--- config.mk ---
export PLATFORM = sky130hd
export DESIGN_NAME = comb_eval_arbiter_flat
export DESIGN_NICKNAME = d
export VERILOG_FILES = /design/src/rtl/comb_eval_arbiter_if.sv /design/src/rtl/comb_eval_arbiter.sv /design/src/flat_wrapper.sv
export SDC_FILE = /design/constraint.sdc
export NUM_CORES = 1
export LEC_CHECK = 0
export CAP_MARGIN = 10
export CORE_UTILIZATION = 48
export CTS_BUF_LIST = sky130_fd_sc_hd__clkbuf_8
export CTS_CLUSTER_DIAMETER = 80
export DETAILED_ROUTE_END_ITERATION = 6
export PLACE_DENSITY = 0.82
export SETUP_SLACK_MARGIN = 0.02
export SLEW_MARGIN = 40
export SYNTH_ARGS = -nofsm -noshare
export SYNTH_HDL_FRONTEND = slang
export SYNTH_SLANG_ARGS = --single-unit
--- constraint.sdc ---
create_clock -name clk -period 5.7 [get_ports clk]
set_clock_uncertainty 0.05 [all_clocks]
set_input_delay 1.71 -clock clk [delete_from_list [all_inputs] [get_ports clk]]
set_output_delay 1.71 -clock clk [all_outputs]
set_load 0.05 [all_outputs]
--- src/rtl/comb_eval_arbiter_if.sv ---
// Request/response bundle for comb_eval_arbiter. perf_grants exists only when
// CCL_ARB_PERF_EN is defined.
interface comb_eval_arbiter_if #(
   parameter int NREQ  = 4,
   parameter int ID_W  = 2,
   parameter int CNT_W = 16
);
   logic [NREQ-1:0]       req_valid;
   logic [NREQ-1:0][3:0]  req_vec;
   logic [NREQ-1:0]       req_ready;
   logic                  rsp_valid;
   logic                  rsp_ready;
   logic [ID_W-1:0]       rsp_id;
   logic [2:0]            rsp_xyz;
`ifdef CCL_ARB_PERF_EN
   logic [CNT_W-1:0]      perf_grants;

   modport master (output req_valid, req_vec, rsp_ready,
                   input  req_ready, rsp_valid, rsp_id, rsp_xyz, perf_grants);
   modport slave  (input  req_valid, req_vec, rsp_ready,
                   output req_ready, rsp_valid, rsp_id, rsp_xyz, perf_grants);
`else
   modport master (output req_valid, req_vec, rsp_ready,
                   input  req_ready, rsp_valid, rsp_id, rsp_xyz);
   modport slave  (input  req_valid, req_vec, rsp_ready,
                   output req_ready, rsp_valid, rsp_id, rsp_xyz);
`endif

   if (CNT_W < 1 || ID_W < 1 || NREQ < 2) begin : g_param_chk
      $error("comb_eval_arbiter_if: bad parameters");
   end
endinterface

--- src/rtl/comb_eval_arbiter.sv ---
// Round-robin arbiter sharing one complex_comb_logic evaluator among NREQ requesters,
// with a registered response. CCL_ARB_PERF_EN adds the saturating perf_grants counter.
module comb_eval_arbiter #(
   parameter int NREQ  = 4,
   parameter int ID_W  = 2,
   parameter int CNT_W = 16
) (
   input  logic clk,
   input  logic rst_n,
   comb_eval_arbiter_if.slave bus
);

   if (NREQ < 2 || NREQ > 16 || ID_W != $clog2(NREQ) || CNT_W < 1) begin : g_param_chk
      $error("comb_eval_arbiter: bad parameters");
   end

   typedef enum logic {EMPTY, FULL} state_t;

   localparam logic [ID_W:0] NREQ_L = (ID_W+1)'(NREQ);

   // {a,b,c,d} -> {x,y,z}
   function automatic logic [2:0] eval_ccl(input logic [3:0] v);
      logic a, b, c, d;
      {a, b, c, d} = v;
      return {~(c & d), a & b & ~c, a ^ c};
   endfunction

   state_t           state;
   logic [ID_W-1:0]  rr_ptr;
   logic             rsp_valid;
   logic [ID_W-1:0]  rsp_id;
   logic [2:0]       rsp_xyz;

   logic             can_accept;
   logic [NREQ-1:0]  rot;
   logic             any_valid;
   logic [ID_W-1:0]  off;
   logic [ID_W:0]    sum;
   logic [ID_W-1:0]  gnt_idx;
   logic             grant;
   logic [3:0]       sel_vec;
   logic [2:0]       eval_xyz;

   // Rotate valids so rr_ptr sits at bit 0; the lowest set bit is then the winner.
   always_comb begin
      can_accept = (state == EMPTY) | bus.rsp_ready;
      rot        = (bus.req_valid >> rr_ptr) | (bus.req_valid << (NREQ - int'(rr_ptr)));
      any_valid  = 1'b0;
      off        = '0;
      for (int j = NREQ-1; j >= 0; j--) begin
         if (rot[j]) begin
            off       = ID_W'(j);
            any_valid = 1'b1;
         end
      end
      sum = {1'b0, rr_ptr} + {1'b0, off};
      if (sum >= NREQ_L) sum = sum - NREQ_L;
      gnt_idx = sum[ID_W-1:0];
      grant   = rst_n & can_accept & any_valid;
   end

   assign bus.req_ready = grant ? ({{(NREQ-1){1'b0}}, 1'b1} << gnt_idx) : '0;
   assign sel_vec       = bus.req_vec[gnt_idx];
   assign eval_xyz      = eval_ccl(sel_vec);

   always_ff @(posedge clk or negedge rst_n) begin
      if (!rst_n) begin
         state     <= EMPTY;
         rsp_valid <= 1'b0;
         rsp_id    <= '0;
         rsp_xyz   <= '0;
         rr_ptr    <= '0;
      end else begin
         if (grant) begin
            state     <= FULL;
            rsp_valid <= 1'b1;
            rsp_id    <= gnt_idx;
            rsp_xyz   <= eval_xyz;
            rr_ptr    <= (gnt_idx == ID_W'(NREQ-1)) ? '0 : gnt_idx + 1'b1;
         end else begin
            case (state)
               EMPTY: ;
               FULL: begin
                  // Drained with nothing new: id/xyz keep their last values.
                  if (bus.rsp_ready) begin
                     state     <= EMPTY;
                     rsp_valid <= 1'b0;
                  end
               end
               default: begin
                  state     <= EMPTY;
                  rsp_valid <= 1'b0;
               end
            endcase
         end
      end
   end

   assign bus.rsp_valid = rsp_valid;
   assign bus.rsp_id    = rsp_id;
   assign bus.rsp_xyz   = rsp_xyz;

`ifdef CCL_ARB_PERF_EN
   logic [CNT_W-1:0] perf_grants;

   always_ff @(posedge clk or negedge rst_n) begin
      if (!rst_n)                       perf_grants <= '0;
      else if (grant && !(&perf_grants)) perf_grants <= perf_grants + 1'b1;
   end

   assign bus.perf_grants = perf_grants;
`endif

endmodule

--- src/flat_wrapper.sv ---
// flat-port wrapper written by rule: the top's interface ports become plain ports
module comb_eval_arbiter_flat 
#(
   parameter int NREQ  = 4,
   parameter int ID_W  = 2,
   parameter int CNT_W = 16
)
  (clk, rst_n, bus_req_valid, bus_req_vec, bus_rsp_ready, bus_req_ready, bus_rsp_valid, bus_rsp_id, bus_rsp_xyz);
  comb_eval_arbiter_if #(.NREQ(NREQ), .ID_W(ID_W), .CNT_W(CNT_W)) bus_i ();
  input  logic clk;
  input  logic rst_n;
  input wire logic [$bits(bus_i.req_valid)-1:0] bus_req_valid;
  input wire logic [$bits(bus_i.req_vec)-1:0] bus_req_vec;
  input wire logic [$bits(bus_i.rsp_ready)-1:0] bus_rsp_ready;
  output wire logic [$bits(bus_i.req_ready)-1:0] bus_req_ready;
  output wire logic [$bits(bus_i.rsp_valid)-1:0] bus_rsp_valid;
  output wire logic [$bits(bus_i.rsp_id)-1:0] bus_rsp_id;
  output wire logic [$bits(bus_i.rsp_xyz)-1:0] bus_rsp_xyz;
  assign bus_i.req_valid = bus_req_valid;
  assign bus_i.req_vec = bus_req_vec;
  assign bus_i.rsp_ready = bus_rsp_ready;
  assign bus_req_ready = bus_i.req_ready;
  assign bus_rsp_valid = bus_i.rsp_valid;
  assign bus_rsp_id = bus_i.rsp_id;
  assign bus_rsp_xyz = bus_i.rsp_xyz;
  comb_eval_arbiter #(.NREQ(NREQ), .ID_W(ID_W), .CNT_W(CNT_W)) u_core (.clk(clk), .rst_n(rst_n), .bus(bus_i));
endmodule
==> impl_metrics.ini <==
[run_status]
outcome = complete, no violations

[logic_synthesis]
synthFlopType = dfrtp_1
synth_area_per_cell_um2 = 8.66
synth_common_cells = dfrtp_1, mux2i_1, nand2_1, nor2_1
async_reset_ff_share_pct = 100
synth_nets = 145
yosysWarnings = 0
synthCells = 118
synth_edf_count = 0
ys_seq_area_share_pct = 22.0
ys_ff_latch = 9
synth_area_leaders = dfrtp_1, mux2i_1, ha_1
synth_top_area_share_pct = 22.0
syn_area_um2 = 1020
yosys.area.top_type = dfrtp_1
synth.distinct_cells = 43

[sta]
max-slew-margin-rel_pct = 61.3
drv_slew = 0
max_freq_mhz = 176
worstMarginPinSlew_ps = 578
finalHoldViolCount = 0
fin_ws_ps = 6.86
min_period_ps = 5690
finalSetupViolations = 0
finalCritPeriodShare_pct = 99.9

[layout]
drive_gt1_share_pct = 32.8
area_growth_pct = 66.2
nets = 205
n_antenna_cell = 0
layout.cells.non_filler = 204

[clock_network]
cts_sinks = 9
insertion_delay_ps = 230
cts_buffers = 3
path_clk_slew_ps = 50
h-tree-depth = 1
root_buffer = clkbuf_8
cts_tree = yes
cts_buffer_depth = 2

[min_path]
hold_path.class = reg2reg
hold_depth = 1

[grt]
grt_pass1_vias = 1131
grt_pass1_wl_um = 4730
grt-ovfl-total = 0
grt_use_total_pct = 29.3
grt_antenna_before_repair = 0
grt_max_degree = 15

[worst_setup_path]
cp_max_fo = 4
cp_data_arrival_time_ps = 3930
rr_worst_depth = 13
crit_path_start_kind = primary input
crit_type = in2out
crit_path_end_kind = output port
worstPathRequired_ps = 3940

[routing]
num_vias = 1222
drc = 0
drt_iter0_drc = 35
wl_per_cell_um = 17.4
ant_nets = 0
wl_um = 3560
first_pass_iters = 4
viasPerCell = 5.99

[power_and_ir_drop]
p_leak_nw = 0.746
peakVddDrop_v = 0.000645
powerDensity_nw_per_um2 = 788

[job]
maxCapViolations = 0

[floorplan]
die_area_um2 = 2320
start_util_pct = 51.6
io-pin-count = 33
core_area_um2 = 1980
rows = 16
die_w_um = 48.2
die_y_um = 48.2

[placed_design]
dp_hpwl_um = 2210
portBuffers = 32
gp_congestion = 0.896
post-place-ws_ps = -412
dp.cells = 192
-- where the power goes --
part | internal [W] | switching [W] | leakage, nW
logic | 0.000548 | 0.000593 | 0.613
registers | 0.0000936 | 0.0000309 | 0.106
clock network | 0.0000470 | 0.0000260 | 0.0269
-- metrics by stage --
stage          hold slack [ps]  util, %  TNS (ps)  cell area, µm²  total power, W
2_1_floorplan              482        -      -891            1020        0.000711
3_3_place_gp               414     77.1     -1140            1530         0.00102
3_5_place_dp               421     77.1     -1570            1530         0.00105
4_1_cts                    429     82.8         0            1640         0.00121
5_1_grt                    451     85.7      -142            1700         0.00140
6_report                   429     85.7         0            1700         0.00134
-- state kept, by name, summed over array words and instances (netlist names) --
register              cells
u_core.bus.rsp_xyz        3
u_core.bus.rsp_id         2
u_core.rr_ptr             2
u_core.bus.rsp_valid      1
u_core.state              1
-- cell usage in the layout (no fill, tap or decap), types with 3 or more instances in the layout --
master and n:
nand2_1 8, dfrtp_1 9, nor2_1 8, buf_12 4, xor2_1 4, inv_1 4
mux2i_1 8, o22a_1 3, nand3_1 6, clkbuf_8 3, or3_1 5, o21ai_0 5
a21oi_1 4, buf_4 28, clkdlybuf4s50_1 24, nor3_1 6
-- layer usage --
metal | GRT usage (%) | part of all wire (%) | vias to the layer above
met1 | 32.9 | 40 | 587
met5 | 0 | 0 | -
met3 | 8.52 | 5.5 | 16
li1 | - | - | 559
met4 | 5.56 | 3.7 | 0
met2 | 54.7 | 51 | 60
-- final timing paths --
kind / from / end / slack [ps]
max: bus_req_valid[2] / bus_req_ready[3] / 7
min: u_core.bus.rsp_valid / u_core.bus.rsp_valid / 430
min reg2reg: u_core.bus.rsp_valid / u_core.bus.rsp_valid / 430
max in group asynchronous: rst_n / u_core.bus.rsp_id[0] / 3610
max reg2reg: u_core.rr_ptr[1] / u_core.bus.rsp_xyz[1] / 1780
min in group asynchronous: rst_n / u_core.rr_ptr[0] / 1850
-- critical path, cell delays in order --
cell	delay [ps]
buf_6	100
mux2i_4	140
o22a_1	170
o22ai_1	110
a21o_1	210
a221oi_2	240
ha_2	280
xnor2_4	90
xnor2_2	300
ha_2	250
and3_4	190
buf_12	130
-- what timing repair did --
action / CTS / global route
hold buffers: 0 / 0
setup endpoints to repair: 4 / 4
gates resized for setup: 12 / 20
pin swaps: 7 / 8
setup buffers: 4 / 4
-- layout make-up --
class / instances / area [µm²]
Fill cell: 98 / 283
Clock inverter: 1 / 3.75
Clock buffer: 3 / 41.3
Tap cell: 27 / 33.8
Multi-Input combinational cell: 100 / 813
Inverter: 4 / 15.0
Sequential cell: 9 / 225
Timing Repair Buffer: 60 / 567
-- cells by family (layout without fill, tap and decap cells) --
group	after synthesis	in the layout	share of synthesized area, %
buf+inv	9	68	5.14
fa+ha+maj	4	4	4.90
mux	11	11	11.8
simple gates	50	50	27.2
flops	9	9	22.0
xor+xnor	7	7	6.00
compound gates	28	28	23.0
Power figures use the tool's default switching activity.
